<file path="src/rtl/bitscan_encdec.sv">
// Registered bit-scan encoder: request vector in, one-hot address + binary index out.
// Latency: first output visible the cycle after accept; scan emits one set bit per output handshake.
// Backpressure: outputs hold while out_valid && !out_ready; in_ready is low for the whole scan.
module bitscan_encdec #(
    parameter int IN_W     = 8,
    parameter int IDX_W    = $clog2(IN_W),
    parameter bit PRIO_LSB = 1'b1
) (
    input  logic             clk,
    input  logic             rst,
    input  logic             in_valid,
    output logic             in_ready,
    input  logic [IN_W-1:0]  in_data,
    input  logic             in_mode,
    output logic             out_valid,
    input  logic             out_ready,
    output logic [IN_W-1:0]  address,
    output logic [IDX_W-1:0] index,
    output logic [IDX_W:0]   count,
    output logic             last,
    output logic             empty
);

    typedef enum logic {IDLE, SCAN} state_t;

    typedef struct packed {
        logic [IN_W-1:0]  address;
        logic [IDX_W-1:0] index;
        logic [IDX_W:0]   count;
        logic             last;
        logic             empty;
    } out_t;

    localparam logic [IDX_W:0] CNT_ONE = (IDX_W+1)'(1);

    // Later matches overwrite earlier ones, so the loop direction selects the priority end.
    function automatic logic [IDX_W-1:0] pick(input logic [IN_W-1:0] v);
        logic [IDX_W-1:0] p;
        p = '0;
        for (int i = 0; i < IN_W; i++) begin
            if (PRIO_LSB) begin
                if (v[IN_W-1-i]) p = IDX_W'(IN_W-1-i);
            end else begin
                if (v[i]) p = IDX_W'(i);
            end
        end
        return p;
    endfunction

    function automatic logic [IN_W-1:0] onehot(input logic [IDX_W-1:0] p);
        logic [IN_W-1:0] oh;
        oh    = '0;
        oh[p] = 1'b1;
        return oh;
    endfunction

    state_t          state_q, state_d;
    logic [IN_W-1:0] rem_q, rem_d;
    logic            out_valid_q, out_valid_d;
    out_t            out_q, out_d;

    logic             accept;
    logic             out_fire;
    logic [IN_W-1:0]  src_vec;
    logic [IDX_W-1:0] pick_idx;
    logic [IN_W-1:0]  pick_oh;
    logic [IN_W-1:0]  rem_next;

    assign in_ready = (state_q == IDLE) && (!out_valid_q || out_ready);
    assign accept   = in_valid && in_ready;
    assign out_fire = out_valid_q && out_ready;

    // One pick/decode shared between a fresh request and the scan remainder.
    assign src_vec  = (state_q == SCAN) ? rem_q : in_data;
    assign pick_idx = pick(src_vec);
    assign pick_oh  = onehot(pick_idx);
    assign rem_next = src_vec & ~pick_oh;

    always_comb begin
        state_d     = state_q;
        rem_d       = rem_q;
        out_valid_d = out_valid_q;
        out_d       = out_q;
        if (accept) begin
            out_valid_d = 1'b1;
            if (in_data == '0) begin
                out_d   = '{address: '0, index: '0, count: '0, last: 1'b1, empty: 1'b1};
                rem_d   = '0;
                state_d = IDLE;
            end else begin
                out_d.address = pick_oh;
                out_d.index   = pick_idx;
                out_d.count   = CNT_ONE;
                out_d.empty   = 1'b0;
                if (in_mode) begin
                    out_d.last = (rem_next == '0);
                    rem_d      = rem_next;
                    state_d    = (rem_next != '0) ? SCAN : IDLE;
                end else begin
                    out_d.last = 1'b1;
                    rem_d      = '0;
                    state_d    = IDLE;
                end
            end
        end else if ((state_q == SCAN) && out_fire) begin
            out_d.address = pick_oh;
            out_d.index   = pick_idx;
            out_d.count   = out_q.count + CNT_ONE;
            out_d.last    = (rem_next == '0);
            rem_d         = rem_next;
            state_d       = (rem_next != '0) ? SCAN : IDLE;
        end else if (out_fire) begin
            out_valid_d = 1'b0;
        end
    end

    always_ff @(posedge clk) begin
        if (rst) begin
            state_q     <= IDLE;
            rem_q       <= '0;
            out_valid_q <= 1'b0;
            out_q       <= '0;
        end else begin
            state_q     <= state_d;
            rem_q       <= rem_d;
            out_valid_q <= out_valid_d;
            out_q       <= out_d;
        end
    end

    assign out_valid = out_valid_q;
    assign address   = out_q.address;
    assign index     = out_q.index;
    assign count     = out_q.count;
    assign last      = out_q.last;
    assign empty     = out_q.empty;

endmodule

</file>
<file path="config.mk">
export PLATFORM = sky130hd
export DESIGN_NAME = bitscan_encdec
export DESIGN_NICKNAME = d
export VERILOG_FILES = /design/src/rtl/bitscan_encdec.sv
export SDC_FILE = /design/constraint.sdc
export NUM_CORES = 1
export LEC_CHECK = 0
export ABC_AREA = 1
export CAP_MARGIN = 10
export CORE_MARGIN = 4
export CORE_UTILIZATION = 47
export CTS_CLUSTER_SIZE = 24
export DETAILED_ROUTE_END_ITERATION = 7
export PLACE_DENSITY_LB_ADDON = 0.3
export SETUP_SLACK_MARGIN = 0.05
export SLEW_MARGIN = 40
export SYNTH_ARGS = -nofsm -noshare
export SYNTH_HDL_FRONTEND = slang
export SYNTH_SLANG_ARGS = --single-unit
</file>
<file path="constraint.sdc">
create_clock -name clk -period 4.35 [get_ports clk]
set_input_delay 1.305 -clock clk [delete_from_list [all_inputs] [get_ports clk]]
set_output_delay 1.305 -clock clk [all_outputs]
set_load 0.05 [all_outputs]
</file>
==> results.toml, run 1 <==
[route]
ant_nets = 0
dr.first_iter.drc_count = 69
remaining_drc_errors = 0
dr.pass1.iters = 4
drt-wirelength-per-cell_um = 11.64
via_per_inst = 4.871
wirelength_mm = 3.422
vias = 1432

[setup_path]
r2r-start = "state_q$_SDFFE_PP0P_"
reg2reg_slack_ns = 1.72
cpMaxStageDelayCell = "clkdlybuf4s50_1"
max_stage_delay_ns = 0.46
critPathLaunch = "out_ready"
crit_path_end = "in_ready"
endpoint_kind = "primary output"
cp_max_fo = 3
path_class = "in2out"
startpoint_type = "input port"
cp_cell_sequence = "clkdlybuf4s50_1 -> inv_1 -> a21oi_1 -> buf_4"
worstRegToRegCells = 9
crit_required_ns = 3.04
arrival_ns = 2.21
r2r_end = "address[7]$_SDFFE_PP0P_"

[global_routing]
grt_use_total_pct = 18.58
grt_max_degree = 23
overflow = 0
grt_pass1_vias = 1377
grt_pass1_wl_mm = 6.099
antenna_found_initial = 0

[final_layout]
area_growth_pct = 24.33
nFillCells = 317
n_antenna_cell = 0
drive_gt1_share_pct = 14.00
finalNetCount = 265

[power]
seqPwrFrac_pct = 47.7
switching_share_pct = 37.69
p_per_area_nw_per_um2 = 311.0
power_leakage_nw = 0.7615
pwr-share-comb_pct = 31.9
p_int_w = 0.0003581
p_sw_w = 0.0002167
vdd_drop_max_uv = 129.2
clkPwrFrac_pct = 20.3

[synthesis]
ys_ff_latch = 27
syn_inst = 220
synth_top_family_by_area = "simple AND/OR/NAND/NOR gates"
synth_simple_gate_area_share_pct = 37.88
synth_edf_count = 0
ys_seq_area_share_pct = 36.36
yosysUniqueCellTypes = 25
syn-num-nets = 234
async_flop_share_pct = 0
synth-xor-area-share_pct = 0
synthMuxAreaShare_pct = 0
synth_compound_area_share_pct = 14.48
avgSynthCellArea_um2 = 6.756
synth_ff_type = "dfxtp_1"
syn_area_um2 = 1486
yosys_warnings = 0
synth_fa_ha_area_share_pct = 0.8418

[floorplanning]
io_pins = 32
fp.coreArea_um2 = 3028
die_y_um = 64.24
start_util_pct = 49.09
design.die.area_um2 = 4126
rows = 20
die_x_um = 64.24

[clocking]
clkSinkCount = 27
cts_tree = "done"
clockBufferDepth = 2
cts_setup_buffers = 0
clk_pin_slew_ns = 0.15
cts-resized-gates = 0
htreeDepth = 1
numCtsBuffers = 3
postCtsHoldBufs = 0
root_buffer = "clkbuf_4"
clk-insertion-delay-late_ns = 0.35

[sta]
timing.fmax_mhz = 284.6
tns_ns = 0
hold_ws_ns = 0.4651
max-slew-margin-rel_pct = 50.69
setup_ws_ns = 0.8365
drv_slew = 0
period_minus_slack_ns = 3.513
fin_crit_sh_pct = 80.77
final.setup_skew_ns = 0.003980
setup_viol = 0
final_hold_viol_count = 0
rsz0062_at_grt = "no"
tightest_slew_ns = 0.7386

[hold_path]
hold_path_class = "reg2reg"

[placement]
hpwl_mm = 2.568
pre_cts_slack_ns = 0.8257
gp_congestion = 0.9041
io_buffers = 31

[run]
cap_violations = 0

[outcome]
outcome = "complete, no violations"
routing by layer:
| layer | global-route usage [%] | up-vias | wire [um] |
|---|---|---|---|
| li1 | - | 752 | - |
| met1 | 24.11 | 634 | 1649 |
| met5 | 0 | - | 0 |
| met4 | 10.03 | 0 | 74 |
| met3 | 2.285 | 5 | 177 |
| met2 | 29.81 | 41 | 1521 |
flip-flops by register name (all words and copies together) (netlist names):
register,flops
empty,1
address,8
count,4
last,1
out_valid,1
rem_q,8
index,3
state_q,1
stage by stage:
step / area (um2) / total power, W / instances / util (%)
after floorplan: 1486 / 0.0004165 / 220 / -
after global placement: 1818 / 0.0004605 / 290 / 60.04
after detailed placement: 1818 / 0.0004630 / 290 / 60.04
after CTS: 1848 / 0.0005830 / 294 / 61.03
after global routing: 1848 / 0.0006154 / 294 / 61.03
final: 1848 / 0.0005748 / 294 / 61.03
power groups by stage:
| stage | Combinational [W] | Sequential [W] | Clock [W] |
|---|---|---|---|
| final | 0.000184 | 0.000274 | 0.000117 |
| after global routing | 0.000202 | 0.000277 | 0.000136 |
| after CTS | 0.000185 | 0.000274 | 0.000124 |
| after detailed placement | 0.000184 | 0.000279 | 0 |
| after global placement | 0.000181 | 0.000279 | 0 |
| after floorplan | 0.000117 | 0.000300 | 0 |
kinds of logic after synthesis:
logic type,after synthesis
buffers and inverters,36
flip-flops,27
AO/OA/AOI/OAI,37
AND/OR/NAND/NOR,119
adder cells (fa/ha/maj),1
area by class of cell:
type                    instances  area [um2]  share of cell area, %
flip-flops and latches         27       540.5                  29.25
well taps                      44       55.05                  2.979
repair buffers                 33       322.8                  17.47
inverters                      29       108.9                  5.890
multi-input cells             157       790.8                  42.79
clock inverters                 1       7.507                 0.4062
clock buffers                   3       22.52                  1.219
worst max-delay path, delay by kind of cell:
kind,cells,cell delay [ns]
AO/OA/AOI/OAI,1,0.16
buffers and inverters,3,0.74
how the worst min path moves through the flow:
| stage | startpoint | endpoint | slack (ns) | cells after the start |
|---|---|---|---|---|
| finish | rem_q[0]$_SDFFE_PP0P_ | rem_q[0]$_SDFFE_PP0P_ | 0.47 | 2 |
| global route | index[2]$_SDFFE_PP0P_ | index[2]$_SDFFE_PP0P_ | 0.50 | 2 |
| CTS | rem_q[0]$_SDFFE_PP0P_ | rem_q[0]$_SDFFE_PP0P_ | 0.47 | 2 |
| detailed placement | rem_q[0]$_SDFFE_PP0P_ | rem_q[0]$_SDFFE_PP0P_ | 0.45 | 2 |
| global placement | rem_q[0]$_SDFFE_PP0P_ | rem_q[0]$_SDFFE_PP0P_ | 0.44 | 2 |
| floorplan | rem_q[0]$_SDFFE_PP0P_ | rem_q[0]$_SDFFE_PP0P_ | 0.42 | 2 |
placed cells by master (no fill, tap or decap), types with 3 or more instances in the layout:
master and n:
a21oi_1 25, buf_4 3, clkbuf_4 3, clkdlybuf4s50_1 30, dfxtp_1 27, inv_1 27
nand2_1 70, nand2_2 9, nand3_1 15, nor2_1 7, nor2_2 4, nor2_4 4
nor3_1 3, o21ai_0 4, o21ai_2 5
synthesized netlist by cell type, types with 2 or more instances:
master	count	area share (%)
nand2_1	70	18
dfxtp_1	27	36
inv_1	27	6.8
a21oi_1	25	8.4
nand3_1	15	5.1
nand2_2	9	3.8
nor2_1	7	1.8
o21ai_2	5	2.9
clkbuf_1	4	1.0
nor2_2	4	1.7
nor2_4	4	3.0
o21ai_0	4	1.3
nor3_1	3	1.0
inv_2	2	0.51
nand2_4	2	1.5
nand4_1	2	0.84
o21ai_1	2	0.67
Power figures use the tool's default switching activity.
==> inputs of run 2 (changes only) <==
clock period = 3.39 ns   (was 4.35 ns; I/O delays follow)
==> run 2 against run 1 <==
Effect of this change: clock power increased by 29%; sequential share of layout area shrank 0.43 points; global-route usage decreased by 1.0 points; worst setup slack got worse by 0.44 ns; sequential power increased by 26%; clock skew is 0.0022 ns higher; sequential cell count unchanged; total power up 30%; die area unchanged; critical endpoint unchanged; highest routed layer unchanged.
==> results.toml, run 2 (synthesized netlist as in run 1, its figures left out) <==
[clocking]
cts_setup_buffers = 0
clkSinkCount = 27
clk-insertion-delay-late_ns = 0.34
postCtsHoldBufs = 0
htreeDepth = 1
clk_pin_slew_ns = 0.16
root_buffer = "clkbuf_4"
cts_tree = "done"
numCtsBuffers = 3
clockBufferDepth = 2
cts-resized-gates = 0

[global_routing]
antenna_found_initial = 0
grt_pass1_vias = 1331
grt_pass1_wl_mm = 5.851
grt_max_degree = 17
overflow = 0
grt_use_total_pct = 17.58

[placement]
dpl_cell_area_um2 = 1846
gp_congestion = 0.9058
hpwl_mm = 2.562
pre_cts_slack_ns = 0.3605
io_buffers = 31

[sta]
setup_ws_ns = 0.4003
max-slew-margin-rel_pct = 66.75
fin_crit_sh_pct = 88.19
drv_slew = 0
tns_ns = 0
timing.fmax_mhz = 334.5
final.setup_skew_ns = 0.006165
period_minus_slack_ns = 2.990
tightest_slew_ns = 0.4971
final_hold_viol_count = 0
rsz0062_at_grt = "no"
setup_viol = 0

[setup_path]
crit_required_ns = 2.37
cp_max_fo = 3
path_class = "in2out"
arrival_ns = 1.97
startpoint_type = "input port"
reg2reg_slack_ns = 1.34
r2r-start = "state_q$_SDFFE_PP0P_"
r2r_end = "address[7]$_SDFFE_PP0P_"
endpoint_kind = "primary output"
worstRegToRegCells = 8

[hold_path]
min_to = "rem_q[0]$_SDFFE_PP0P_"
hold_path_class = "reg2reg"
hp-start = "rem_q[0]$_SDFFE_PP0P_"
min_path_cells = 2

[floorplanning]
start_util_pct = 49.09
rows = 20
die_x_um = 64.24
fp.coreArea_um2 = 3028
die_y_um = 64.24
design.die.area_um2 = 4126
io_pins = 32

[final_layout]
area_growth_pct = 26.18
final_cell_mix = "nand2_1, clkdlybuf4s50_1, inv_1, dfxtp_1, a21oi_1"
nFillCells = 298
final_common_cell = "nand2_1"
n_antenna_cell = 0
finalNetCount = 267
final_area_um2 = 1876
drive_gt1_share_pct = 14.68

[power]
vdd_drop_max_uv = 177.7
power_leakage_nw = 0.7767
p_per_area_nw_per_um2 = 397.5

[route]
via_per_inst = 4.801
remaining_drc_errors = 0
dr.pass1.iters = 4
dr.first_iter.drc_count = 73
vias = 1421
drt-wirelength-per-cell_um = 11.29
ant_nets = 0
wirelength_mm = 3.343

[run]
cap_violations = 0

[outcome]
outcome = "complete, no violations"
## run 2: layout make-up
| class | instances | area, um2 | area share [%] |
|---|---|---|---|
| flip-flops and latches | 27 | 540.5 | 28.82 |
| well taps | 44 | 55.05 | 2.935 |
| clock inverters | 1 | 7.507 | 0.4003 |
| clock buffers | 3 | 22.52 | 1.201 |
| multi-input cells | 157 | 790.8 | 42.16 |
| repair buffers | 35 | 350.3 | 18.68 |
| inverters | 29 | 108.9 | 5.804 |
## run 2: worst max-delay path: stages
cell	delay, ns
clkdlybuf4s50_1	0.46
inv_1	0.05
a21oi_1	0.26
buf_12	0.18
## run 2: how the worst max path moves through the flow
stage	slack [ns]	to	cells past startpoint	start
floorplan	0.45	last$_SDFFE_PP0P_	10	out_ready
global placement	0.42	in_ready	4	out_ready
detailed placement	0.36	address[7]$_SDFFE_PP0P_	9	out_ready
CTS	0.40	in_ready	4	out_ready
global route	0.32	in_ready	4	out_ready
finish	0.40	in_ready	4	out_ready
## run 2: routing by layer
metal	vias up	global-route usage [%]	part of all wire, %
met5	-	0	0
met4	0	7.124	1.5
met2	40	28.90	44
met3	5	3.163	5.5
li1	756	-	-
met1	620	22.58	49
## run 2: metrics by stage
| stage | total power, W | cells | utilization [%] | hold slack [ns] |
|---|---|---|---|---|
| after detailed placement | 0.0006011 | 292 | 60.95 | 0.4435 |
| after global routing | 0.0007889 | 296 | 61.94 | 0.4904 |
| after floorplan | 0.0005344 | 220 | - | 0.4225 |
| after CTS | 0.0007520 | 296 | 61.94 | 0.4633 |
| after global placement | 0.0005993 | 292 | 60.95 | 0.4359 |
| final | 0.0007456 | 296 | 61.94 | 0.4660 |
## run 2: power by group
group / leakage [nW] / switching (W) / internal, W
combinational: 0.543 / 0.000163 / 0.0000864
clock: 0.0139 / 0.000105 / 0.0000454
sequential: 0.220 / 0.0000105 / 0.000335
total: 0.777 / 0.000279 / 0.000467
==> inputs of run 3 (changes only) <==
--- a/constraint.sdc
+++ b/constraint.sdc
@@ -3,2 +3,2 @@
 set_output_delay 1.017 -clock clk [all_outputs]
-set_load 0.05 [all_outputs]
+set_load 0.005 [all_outputs]
==> run 3 against run 2 <==
Effect of this change: critical path depth stayed put; clock power shrank 7%; routed wire length is 2.8% higher; sequential power grew 1%; cell count did not move; first-iteration DRC count rose by 6.8%; core utilization fell by 0.41 points; non-clock buffer count stayed put; combinational power decreased by 18%; global-route usage grew 0.21 points; critical path type unchanged; largest power group unchanged; highest routed layer unchanged.
==> results.toml, run 3 (synthesized netlist as in run 1, its figures left out) <==
[hold_path]
min_path_cells = 2
hp-start = "rem_q[0]$_SDFFE_PP0P_"
min_to = "rem_q[0]$_SDFFE_PP0P_"
hold_path_class = "reg2reg"

[setup_path]
r2r_end = "address[1]$_SDFFE_PP0P_"
worst-path-stages = 4
worstRegToRegCells = 8
endpoint_kind = "primary output"
cp_cell_sequence = "clkdlybuf4s50_1 -> inv_1 -> a21oi_1 -> clkdlybuf4s50_1"
path_class = "in2out"
cpMaxStageDelayCell = "clkdlybuf4s50_1"
cp_top_family = "buffers and inverters"
cp.buffers_inverters = 3
reg2reg_slack_ns = 1.18
r2r-start = "state_q$_SDFFE_PP0P_"
startpoint_type = "input port"
max_stage_delay_ns = 0.53
cp_common_cell = "clkdlybuf4s50_1"
cp_max_fo = 3
arrival_ns = 2.21
crit_required_ns = 2.37

[placement]
io_buffers = 31
placedCellCount = 292
hpwl_mm = 2.679
gp_congestion = 0.8753

[clocking]
numCtsBuffers = 3
clk-insertion-delay-late_ns = 0.33
clockBufferDepth = 2
htreeDepth = 1
clk_pin_slew_ns = 0.15
cts_setup_buffers = 0
cts-resized-gates = 0
clkSinkCount = 27
root_buffer = "clkbuf_4"
cts_tree = "done"
postCtsHoldBufs = 0

[power]
finalPower_w = 0.0006950
power_leakage_nw = 0.7747
p_per_area_nw_per_um2 = 373.0
vdd_drop_max_uv = 312.8

[final_layout]
area_growth_pct = 25.34
final_common_cell = "nand2_1"
finalNetCount = 267
drive_gt1_share_pct = 14.29
n_antenna_cell = 0
fin_cells = 296
post-route-util_pct = 61.53
final_cell_mix = "nand2_1, clkdlybuf4s50_1, inv_1, dfxtp_1, a21oi_1"

[route]
vias = 1456
wirelength_mm = 3.437
dr.first_iter.drc_count = 78
remaining_drc_errors = 0
via_per_inst = 4.919
dr.pass1.iters = 4
drt-wirelength-per-cell_um = 11.61
ant_nets = 0

[global_routing]
gr-usage-met2_pct = 29.94
grt_pass1_wl_mm = 5.899
antenna_found_initial = 0
grt_max_degree = 16
overflow = 0
grt_use_total_pct = 17.78
grt_pass1_vias = 1330
gr-usage-met3_pct = 3.866
met1_usage_pct = 23.02
grt-busiest-layer = "met2"

[sta]
tns_ns = 0
drv_slew = 0
final.setup_skew_ns = 0.006724
setup_viol = 0
max-slew-margin-rel_pct = 69.76
tightest_slew_ns = 0.4501
timing.fmax_mhz = 309.4
rsz0062_at_grt = "no"
period_minus_slack_ns = 3.232
fin_crit_sh_pct = 95.34
final_hold_viol_count = 0

[outcome]
outcome = "complete, no violations"

[floorplanning]
die_y_um = 64.24
rows = 20
fp.coreArea_um2 = 3028
design.die.area_um2 = 4126
io_pins = 32
start_util_pct = 49.09
die_x_um = 64.24

[run]
cap_violations = 0
run 3: cell types whose count changed in the layout (fill, tap and decap cells not counted):
| cell | before | now |
|---|---|---|
| buf_12 | 1 | 0 |
| clkdlybuf4s50_1 | 30 | 31 |
| clkinv_2 | 0 | 1 |
| clkinvlp_4 | 1 | 0 |
run 3: how the worst max path moves through the flow:
| stage | to | slack, ns | start |
|---|---|---|---|
| 3_3_place_gp | in_ready | 0.18 | out_ready |
| 5_1_grt | in_ready | 0.06 | out_ready |
| 6_report | in_ready | 0.16 | out_ready |
| 3_5_place_dp | in_ready | 0.16 | out_ready |
| 2_1_floorplan | in_ready | 1.15 | out_ready |
| 4_1_cts | in_ready | 0.16 | out_ready |
run 3: stage by stage:
| stage | worst slack [ns] | cell area [um2] | hold WS, ns |
|---|---|---|---|
| 2_1_floorplan | 1.149 | 1486 | 0.4225 |
| 3_5_place_dp | 0.1614 | 1836 | 0.4485 |
| 4_1_cts | 0.1602 | 1863 | 0.4681 |
| 6_report | 0.1581 | 1863 | 0.4635 |
| 5_1_grt | 0.05979 | 1863 | 0.4921 |
| 3_3_place_gp | 0.1835 | 1836 | 0.4349 |
run 3: worst min-delay path, stage by stage (launching register included):
cell,delay (ns)
dfxtp_1,0.34
nand2_1,0.06
nor2_1,0.04
run 3: per-layer routing:
metal / vias up / part of all wire [%]
li1: 759 / -
met1: 653 / 47
met2: 40 / 47
met3: 4 / 5.4
met4: 0 / 0.67
met5: - / 0
run 3: power by group:
| part | switching [W] | internal (W) | leakage [nW] | total [W] |
|---|---|---|---|---|
| Combinational | 0.000123 | 0.0000829 | 0.537 | 0.000206 |
| Clock | 0.0000957 | 0.0000443 | 0.0177 | 0.000140 |
| Sequential | 0.0000143 | 0.000335 | 0.220 | 0.000349 |
| Total | 0.000233 | 0.000462 | 0.775 | 0.000695 |
run 3: area by class of cell:
| cell class | instances | area, um2 |
|---|---|---|
| Clock inverter | 1 | 5.005 |
| Timing Repair Buffer | 35 | 340.3 |
| Fill cell | 297 | 1165 |
| Multi-Input combinational cell | 157 | 790.8 |
| Tap cell | 44 | 55.05 |
| Inverter | 29 | 108.9 |
| Clock buffer | 3 | 22.52 |
| Sequential cell | 27 | 540.5 |
